File: config.mk
export PLATFORM = sky130hd
export DESIGN_NAME = l2_pmem_adapter
export DESIGN_NICKNAME = d
export VERILOG_FILES = /design/src/rtl/l2_pmem_adapter.sv
export SDC_FILE = /design/constraint.sdc
export NUM_CORES = 1
export LEC_CHECK = 0
export BUFFER_PORTS_ARGS = -buffer_cell sky130_fd_sc_hd__buf_2
export CAP_MARGIN = 20
export CORE_ASPECT_RATIO = 0.9
export CORE_MARGIN = 2
export CORE_UTILIZATION = 35
export CTS_CLUSTER_DIAMETER = 30
export DETAILED_ROUTE_END_ITERATION = 16
export GPL_TIMING_DRIVEN = 0
export SLEW_MARGIN = 10
export SYNTH_ARGS = -nofsm -noshare
export SYNTH_HDL_FRONTEND = slang
export SYNTH_SLANG_ARGS = --single-unit
File: constraint.sdc
create_clock -name clk -period 45.4 [get_ports clk]
set_clock_uncertainty 0.15 [all_clocks]
set_input_delay 2.27 -clock clk [delete_from_list [all_inputs] [get_ports clk]]
set_output_delay 2.27 -clock clk [all_outputs]
set_load 0.01 [all_outputs]
File: src/rtl/l2_pmem_adapter.sv
// L2 physical-memory port adapter: turns each whole-line read or write into a
// BEATS-long burst on the main-memory bus and answers with a one-cycle pmem_resp.
module l2_pmem_adapter #(
  parameter int LINE_WIDTH  = 256,
  parameter int BURST_WIDTH = 64,
  parameter int ADDR_WIDTH  = 32
) (
  input  logic                   clk,
  input  logic                   rst,
  input  logic                   pmem_read,
  input  logic                   pmem_write,
  input  logic [ADDR_WIDTH-1:0]  pmem_address,
  input  logic [LINE_WIDTH-1:0]  pmem_wdata,
  output logic [LINE_WIDTH-1:0]  pmem_rdata,
  output logic                   pmem_resp,
  output logic                   mem_read,
  output logic                   mem_write,
  output logic [ADDR_WIDTH-1:0]  mem_address,
  output logic [BURST_WIDTH-1:0] mem_wdata,
  input  logic [BURST_WIDTH-1:0] mem_rdata,
  input  logic                   mem_resp
);

  localparam int BEATS    = LINE_WIDTH / BURST_WIDTH;
  localparam int CNT_W    = (BEATS > 1) ? $clog2(BEATS) : 1;
  localparam int OFFSET_W = $clog2(LINE_WIDTH / 8);
  localparam logic [CNT_W-1:0] LAST_BEAT = CNT_W'(BEATS - 1);

  typedef enum logic [2:0] {
    IDLE,
    RD_BURST,
    RD_DONE,
    WR_BURST,
    WR_DONE
  } state_e;

  state_e                 state_q, state_d;
  logic [CNT_W-1:0]       cnt_q, cnt_d;
  logic [ADDR_WIDTH-1:0]  addr_q, addr_d;
  logic [LINE_WIDTH-1:0]  buf_q, buf_d;
  logic [LINE_WIDTH-1:0]  rdata_q, rdata_d;

  // Byte-offset bits inside the line never reach the memory bus.
  logic unused_offset_bits;
  assign unused_offset_bits = ^pmem_address[OFFSET_W-1:0];

  always_comb begin
    // NOTE: every signal driven here gets a default first so no path can infer a latch.
    state_d   = state_q;
    cnt_d     = cnt_q;
    addr_d    = addr_q;
    buf_d     = buf_q;
    rdata_d   = rdata_q;
    pmem_resp = 1'b0;
    mem_read  = 1'b0;
    mem_write = 1'b0;
    mem_wdata = '0;

    unique case (state_q)
      IDLE: begin
        // Read wins a simultaneous request; the held write is taken on the next IDLE.
        if (pmem_read) begin
          addr_d  = {pmem_address[ADDR_WIDTH-1:OFFSET_W], {OFFSET_W{1'b0}}};
          cnt_d   = '0;
          state_d = RD_BURST;
        end else if (pmem_write) begin
          addr_d  = {pmem_address[ADDR_WIDTH-1:OFFSET_W], {OFFSET_W{1'b0}}};
          buf_d   = pmem_wdata;
          cnt_d   = '0;
          state_d = WR_BURST;
        end
      end

      RD_BURST: begin
        mem_read = 1'b1;
        if (mem_resp) begin
          buf_d[cnt_q*BURST_WIDTH +: BURST_WIDTH] = mem_rdata;
          if (cnt_q == LAST_BEAT) begin
            // Publish the whole line at once; pmem_rdata never shows a partial line.
            rdata_d = buf_d;
            state_d = RD_DONE;
          end else begin
            cnt_d = cnt_q + CNT_W'(1);
          end
        end
      end

      RD_DONE: begin
        pmem_resp = 1'b1;
        cnt_d     = '0;
        state_d   = IDLE;
      end

      WR_BURST: begin
        mem_write = 1'b1;
        mem_wdata = buf_q[cnt_q*BURST_WIDTH +: BURST_WIDTH];
        if (mem_resp) begin
          if (cnt_q == LAST_BEAT) begin
            state_d = WR_DONE;
          end else begin
            cnt_d = cnt_q + CNT_W'(1);
          end
        end
      end

      WR_DONE: begin
        pmem_resp = 1'b1;
        cnt_d     = '0;
        state_d   = IDLE;
      end

      default: state_d = IDLE;
    endcase
  end

  always_ff @(posedge clk or posedge rst) begin
    // NOTE: state registers use non-blocking assignments so every flop samples pre-edge values.
    if (rst) begin
      state_q <= IDLE;
      cnt_q   <= '0;
      addr_q  <= '0;
      // NOTE: the line buffers are cleared on reset so an aborted burst leaves no stale beats behind.
      buf_q   <= '0;
      rdata_q <= '0;
    end else begin
      state_q <= state_d;
      cnt_q   <= cnt_d;
      addr_q  <= addr_d;
      buf_q   <= buf_d;
      rdata_q <= rdata_d;
    end
  end

  assign pmem_rdata  = rdata_q;
  assign mem_address = addr_q;

endmodule

# == Word-level counts from Yosys, hierarchy flattened ==
# Cells that the tools add are included.
# totals
word_cells,58
out_inout_bits,355
ff_bits,549
inputBits,357
# classes
shifts,3
add_sub_neg,2
mux,23
reduce_logical,11
n_eq_ne,14
# ops
op,count
two-way mux 256 bit,3
one-hot mux 256 bit (2 select lines),1
bitwise mux 256 bit,1
variable shift 64 x 34 -> 256 bit (first input constant),1
variable part select 256 x 9 -> 64 bit,1
variable part select 64 x 34 -> 256 bit,1
two-way mux 32 bit,2
two-way mux 64 bit,1
negation 8 -> 34 bit,1
two-way mux 3 bit,6
inequality test 2 bit (second input constant),7
one-hot mux 3 bit (3 select lines),1
two-way mux 2 bit,4
AND reduction 4 bit,2
== test 3 x 2 -> 1 bit (second input constant),2
one-hot mux 2 bit (3 select lines),1
AND reduction 5 bit,1
nonzero test 2 bit,2
OR reduction 2 bit,2
== test 3 x 1 -> 1 bit (second input constant),1
== test 3 bit (second input constant),1
logical NOT 3 bit,1
two-way mux 1 bit,3
inequality test 3 bit (second input constant),1
other kinds (6),6

# == Longest topological paths before layout ==
# Gate-level depths: netlist of the first run.
# logic_depth
depth_word,5
ltp_mapped,12

# == Least setup slack after synthesis of the first run ==
# No wires, ideal clock.
# synth_path
path_type,reg-to-output
startpoint,register cnt_q[0]
endpoint,output port mem_wdata[14]
arrival_ns,1.840
path_stages_with_launch,6
setup_slack_ns,41.140
path_buffers,3
required_ns,42.980
cell_sequence,dfrtp_1 -> clkbuf_1 -> buf_2 -> buf_2 -> mux4_2 -> and3_1
# synth_via
elab_chain_cells,2
# synth_lines
element,line_no,source
start: declaration,38,"logic [CNT_W-1:0] cnt_q, cnt_d;"
start signal: assignment,127,cnt_q <= cnt_d;
variable part select 256 x 9 -> 64 bit,96,mem_wdata = buf_q[cnt_q*BURST_WIDTH +: BURST_WIDTH];
two-way mux 64 bit,59,unique case (state_q)
end: declaration,19,"output logic [BURST_WIDTH-1:0] mem_wdata,"
# No other way between the ends.

# == Worst setup path after layout of the first run ==
# layout_path
startpoint,register state_q[2]
endpoint,output port mem_wdata[39]
# layout_via
elab_chain_cells,2
# layout_lines
element,line_no,source
start: declaration,37,"state_e state_q, state_d;"
start signal: assignment,126,state_q <= state_d;
== test 3 x 2 -> 1 bit,59,
two-way mux 64 bit,59,
# No other way between the ends.

==> results.md, run 1 <==
- Setup TNS: 0 ns
- Drt first pass iters: 6
- Netlist Area Pre-Place: 0.0279 mm2
- CP Data Arrival Time: about 3.5 ns
- Vias: 27619
- Status: finished, final reports clean
- Synthesis-stage register bit count: 544
- Max-cap violations: 0
- Fin crit share: 0.130
- DR DRC count: 0
- Worst-path clk slew: 0.04 ns
- GRT Total Usage: 0.323
- Peak Freq: 170 MHz
- Starting Density: 0.353
- Die Y-Extent: between 200 and 300 um
- Post-synthesis cell type count: 37
- Slowest CP cell: clkbuf_1
- Compound-Gate Fraction of Synth Area: 0.220
- Worst EP required: 42.98 ns
- Endpoints failing hold: 0
- Switching fraction of total power: 0.419
- DP Cell Count: between 4000 and 5000
- Top cells by area, synth: dfrtp_1, nor2b_1, o2bb2ai_1
- Syn Area/Cell: 10.1 um2
- Area occupied by multi-input gates: 0.0129 mm2
- Met3 Use GR: 0.0916
- Fillers: 7682
- Ys Warns: 0
- Worst Max-Slew Pin Slew: 1.14 ns
- Sequential Area: 0.0136 mm2
- # resized after CTS: 0
- Xor/xnor share of the synthesized area: 0.000314
- Post-Synthesis Cells: about 2800
- Layout cells sized above 1: 0.321
- Combinational share of power: 0.432
- Largest family of logic cells by synthesized area: compound AO/OA/AOI/OAI gates
- Final net count: 3990
- RSZ-0062 raised after global routing: no
- Post-DP HPWL: 101000 um
- PwrDens: 90.3 mW/mm2
- Layout overhead on the synthesized area: 36.3%
- Top_reg_cell synth: dfrtp_1
- Antenna violations before repair: 13
- CTS root buffer: clkbuf_16
- Post-Synth Simple-Gate Area: 0.149
- GRT met1 Usage: 0.420
- Vias in the first global route: 27771
- Post-DRT Antenna Nets: 0
- Count leader, synth: dfrtp_1
- CP max FO: 10
- Port bufs: 701
- Worst min-delay path category: flop to flop
- Met2 usage: 0.498
- Seq/Total Area, Yosys: 0.487
- Fin cells: 4799
- Detailed-route vias per instance: about 5.8
- Number of flops mapped to enable cells by yosys: 0
- CTS buffer count: 140
- Post-CTS setup buffer count: 0
- CTS tree: yes
- Yosys top cell area share: 0.487
- Die width: 302 um
- Startpoint type of the worst setup path: flop
- Grt total ovfl: 0
- Sequential power share: 0.259
- Clk sinks: 544
- Post-synthesis mux area share: 0.0890
- Io pins: 712
- Final setup violation count: 0
- Slowest stage delay, CP: 0.88 ns
- Total Wirelength: between 100000 and 150000 um
- Buf/Inv on CP: 4
- H-Tree Depth: 4
- Pint: 2000 uW
- Critical path's top delay family: buffers and inverters
- Post-synth ARST share: 1.00
- Core outline area: 0.0792 mm2
- Area share of fa/ha/maj cells after synthesis: 0.00269
- Hold_buf cts: 0
- WL/cell: 28.2 um
- Most used routing layer: met2
- Clock Latency Late Sink: between 0.7 and 0.8 ns
- Final min period: 5.89 ns
- Synth area leader: dfrtp_1
- Longest Clk Path Bufs: 3
- Starting DRT DRC Count: roughly 2700
- Sw power: approximately 1400 uW
- Die ar.: a little over 0.08 mm2
- Peak VDD IR: ~0.000040 V
- Slew Limit Headroom: 0.243
- Rows: 98
- First-pass GRT wire length: 193000 um
- CP Capture Type: output port
- CP cell instances: buf_2 -> nor2b_4 -> clkbuf_1 -> clkbuf_1 -> and3_1 -> buf_2
- Gpl congestion: 0.930
- Synth top cells by count: dfrtp_1, nor2b_1, nand2_1
- Largest net degree at the start of global routing: 110
- Part of the power in the clock network: 0.309
- Crit Path Category: flop to output port
- Pleak: 0.0177 uW
- Max Slew Vio Count: 0
## logic make-up (layout without fill, tap and decap cells)
group           Yosys count  count (layout)
fa+ha+maj                 6               6
simple gates            792             792
buf+inv                 297            1265
flops                   544             544
other cells               1              15
compound gates          969             969
xor+xnor                  1               1
mux                     157             157
## worst paths after layout
path / from / to / slack, ns / cells past startpoint
max reg2reg: cnt_q[1] / pmem_rdata[178] / 40.32 / 11
min: pmem_rdata[152] / pmem_rdata[152] / 0.32 / 2
max: state_q[2] / mem_wdata[39] / 39.51 / 6
min reg2reg: pmem_rdata[152] / pmem_rdata[152] / 0.32 / 2
min in group asynchronous: rst / pmem_rdata[58] / 1.44 / 2
max in group asynchronous: rst / mem_address[8] / 41.76 / 5
## cells in the final DEF, fill, tap and decap left out, drive strengths merged, types with 130 or more instances in the layout
cell / count
a21oi: 193
a31oi: 193
and3: 130
buf: 841
clkbuf: 346
dfrtp: 544
nand2: 260
nor2b: 322
o21ai: 258
o2bb2ai: 192
## routing by layer
layer / wire, um / vias to the layer above
met5: 63 / -
met2: 61500 / 1566
met3: 12700 / 351
li1: - / 11871
met1: 54400 / 13821
met4: 6660 / 10
## worst register-to-register path: cells and delay by family, from the launching register on
| kind | cells | cell delay, ns |
|---|---|---|
| AOI/OAI and AO/OA | 2 | 0.46 |
| buffers and inverters | 7 | 3.15 |
| adders and majority gates | 1 | 0.43 |
| DFF | 1 | 0.46 |
| and+or+nand+nor | 1 | 0.33 |
## sequential cells by signal, indices dropped and copies added (netlist names)
signal	count
mem_address	27
buf_q	256
cnt_q	2
pmem_rdata	256
state_q	3
## final cells by class
type                       instances  area share
tap                             1050      0.0345
clock buffer                     181       0.102
timing repair buffer             714      0.0988
multi-input combinational       1930       0.339
inverter                           5    0.000756
clock inverter                    73      0.0300
buffer                           292      0.0369
antenna                           10    0.000657
sequential                       544       0.358
## power groups by stage
stage | clock network, uW | registers, uW | logic, uW
after global placement | 0 | 885 | 1440
final | 1060 | 890 | 1490
after detailed placement | 0 | 887 | 1460
after global routing | 1100 | 912 | 1590
after floorplan | 0 | 886 | 830
after CTS | 1060 | 884 | 1470
## per-stage QoR
| step | setup slack [ns] | hold WS (ns) | utilization | area, um2 | total power (uW) |
|---|---|---|---|---|---|
| 3_3_place_gp | 20.61 | 0.308 | 0.414 | 32800 | 2320 |
| 6_report | 39.51 | 0.321 | 0.481 | 38100 | 3440 |
| 4_1_cts | 39.54 | 0.325 | 0.480 | 38100 | 3420 |
| 2_1_floorplan | 27.77 | 0.315 | - | 27900 | 1720 |
| 3_5_place_dp | 40.05 | 0.314 | 0.417 | 33000 | 2350 |
| 5_1_grt | 39.43 | 0.337 | 0.480 | 38100 | 3600 |
No activity file was read; power rests on OpenSTA's default activity.
==> inputs of run 2 (changes only) <==
- ABC_AREA: unset -> 1
- clock period: 45.4 -> 6.1 ns (I/O delays scaled with it)
==> results.md, run 2 <==
- Synth top cells by count: nand2_1, dfrtp_1, nor2_1
- H-Tree Depth: 4 (unchanged)
- CP Data Arrival Time: 5.67 ns (+2.20 ns)
- Vias in the first global route: 35519 (+28%)
- Vias: 36585 (+32%)
- Peak VDD IR: 0.000292 V (+620%)
- CTS tree: yes
- Cell mode on critical path: nand2_1
- PwrDens: 623 mW/mm2 (+590%)
- Layout overhead on the synthesized area: 48.5%
- Clk sinks: 544 (unchanged)
- First-pass GRT wire length: 222000 um (+15%)
- Io pins: 712 (unchanged)
- Netlist Area Pre-Place: 0.0304 mm2 (+8.9%)
- # resized after CTS: 0 (unchanged)
- Syn Area/Cell: 6.45 um2 (-36%)
- Commonest non-fill, non-tap cell in the layout: nand2_1
- Die width: 315 um (+4.3%)
- WHS: 0.121 ns (-0.200 ns)
- Rows: 102 (+4.1%)
- Detailed-route vias per instance: 5.01 (-13%)
- DR DRC count: 0 (unchanged)
- WL/cell: 21.0 um (-26%)
- Port bufs: 701 (unchanged)
- Worst Max-Slew Pin Slew: 1.14 ns (+0.00482 ns)
- CP Capture Type: flop
- Worst-path clk slew: 0.04 ns (about the same)
- Seq/Total Area, Yosys: 0.448 (-0.0398)
- Pleak: 0.0255 uW (+44%)
- Starting DRT DRC Count: 3391 (+25%)
- Crit Path Category: flop to flop
- Fin area: 0.0452 mm2 (+19%)
- Die Y-Extent: 284 um (+4.3%)
- Total Wirelength: 153000 um (+13%)
- Gpl congestion: 0.966 (+3.9%)
- Grt total ovfl: 0 (unchanged)
- Post-synth ARST share: 1.00 (unchanged)
- CTS root buffer: clkbuf_16
- Top cells by area, synth: dfrtp_1, nand2_1, nand3_1
- Yosys top cell area share: 0.448 (-0.0398)
- Peak Freq: 194 MHz
- Synth area leader: dfrtp_1
- Count leader, synth: nand2_1
- Post-synthesis cell type count: 21 (-43%)
- Final setup violation count: 0 (unchanged)
- Post-Synthesis Cells: 4712 (+70%)
- Slew Limit Headroom: 0.239 (-0.00403)
- Worst EP required: 6.60 ns (-36.38 ns)
- RSZ-0062 raised after global routing: no
- Post-DRT Antenna Nets: 0 (unchanged)
- Post-DP HPWL: 113000 um (+12%)
- Fin crit share: 0.847
- Fin worst setup slack: 0.936 ns (-38.58 ns)
- Number of flops mapped to enable cells by yosys: 0 (unchanged)
- Startpoint type of the worst setup path: flop
- Starting Density: 0.354 (+0.000986)
- Die ar.: 0.0893 mm2 (+8.8%)
- Final min period: 5.16 ns
- Final net count: 6384 (+60%)
- Antenna violations before repair: 22 (+9)
- Synthesis-stage register bit count: 544 (unchanged)
- Longest Clk Path Bufs: 3 (unchanged)
- Slowest CP cell: nor2_2
- Core outline area: 0.0860 mm2 (+8.6%)
- GRT Total Usage: 0.333 (+0.0101)
- Most frequent cells in the layout: nand2_1, buf_2, dfrtp_1
- Largest net degree at the start of global routing: 38 (-65%)
- Placed Area: 0.0358 mm2 (+8.4%)
- CP cell instances: buf_2 -> inv_2 -> buf_2 -> clkbuf_1 -> buf_2 -> ha_1 -> nand2_1 -> nor2_2 -> buf_2 -> nand2_1 -> nand2_1 -> nand2_1 -> nand2_1 -> dlygate4sd3_1 -> nand2_1 -> nand2_1
- FF-to-FF setup slack: 0.94 ns (-39.38 ns)
- Slowest stage delay, CP: 0.86 ns (-0.02 ns)
- Critical path origin: cnt_q[0]
- Max-cap violations: 0 (unchanged)
- Setup TNS: 0 ns (unchanged)
- CTS buffer count: 143 (+2.1%)
- Top_reg_cell synth: dfrtp_1
- Worst min-delay path category: input pin to async pin
- Max Slew Vio Count: 0 (unchanged)
- Worst r2r src: cnt_q[0]
- Status: finished, final reports clean
- CP max FO: 12 (+2)
- Place WS: 1.46 ns (-38.59 ns)
- Drt first pass iters: 6 (unchanged)
- Clock Latency Late Sink: 0.72 ns (-0.02 ns)
- Ys Warns: 0 (unchanged)
- Layout cells sized above 1: 0.201 (-0.120)
- Endpoints failing hold: 0 (unchanged)
## run 2: cell types whose count changed in the layout (fill, tap and decap cells not counted), sizes merged, moves of 91 or more
cell	previous run	this run
a21oi	193	66
a22oi	128	0
a31oi	193	0
and3	130	0
dlygate4sd3	0	438
inv	14	183
mux2	91	0
nand2	260	2793
nand3	2	261
nor2	69	330
nor2b	322	0
o21ai	258	160
o2bb2ai	192	0
## run 2: layout make-up
cell class / count / area (um2)
plain buffers: 306 / 1450
inverters: 177 / 668
diodes: 16 / 40.0
repair buffers: 1160 / 8310
multi-input cells: 3689 / 14700
clock inverters: 65 / 812
clock buffers: 197 / 4140
fillers: 8649 / 40800
flip-flops and latches: 544 / 13600
well taps: 1144 / 1430
## run 2: worst paths after layout
| check | endpoint | cells past startpoint |
|---|---|---|
| worst max-delay path | buf_q[26] | 16 |
| worst min-delay path | pmem_rdata[194] | 3 |
| worst max register to register | buf_q[26] | 16 |
| worst min register to register | pmem_rdata[183] | 2 |
| max in group asynchronous | pmem_rdata[39] | 8 |
| min in group clk | mem_address[21] | 4 |
## run 2: worst max-delay path, delay by kind of cell, from the launching register on
family	cells	cell delay [ns]
simple gates	8	1.39
flops	1	0.41
buf+inv	7	2.78
fa+ha+maj	1	0.33
## run 2: logic make-up (layout without fill, tap and decap cells)
group,after synthesis,in the layout,synth area share
simple gates,3452,3452,0.443
flops,544,544,0.448
buf+inv,483,1905,0.0694
compound gates,226,226,0.0373
fa+ha+maj,6,6,0.00247
other cells,1,21,0.000123
## run 2: what timing repair did
action,CTS,global route
hold endpoints to repair,532,0
setup buffers,0,0
hold buffers,438,0
## run 2: stage by stage
step,power (uW),std cells,util
6_report,28100,7298,0.525
5_1_grt,29800,7289,0.525
4_1_cts,27900,7282,0.525
3_5_place_dp,19400,6582,0.416
3_3_place_gp,19200,6561,0.411
2_1_floorplan,13900,4716,-
## run 2: metal layers
metal | track usage | up-vias | share of wire
met2 | 0.531 | 1795 | 0.46
met5 | 0 | - | 0.00010
met3 | 0.0696 | 345 | 0.091
li1 | - | 17050 | -
met4 | 0.151 | 2 | 0.044
met1 | 0.434 | 17393 | 0.41
## run 2: where the power goes
group / internal, uW / switching [uW] / total [uW]
clock network: 5310 / 2430 / 7730
logic: 4360 / 9360 / 13700
registers: 5430 / 1260 / 6690
total: 15100 / 13000 / 28100
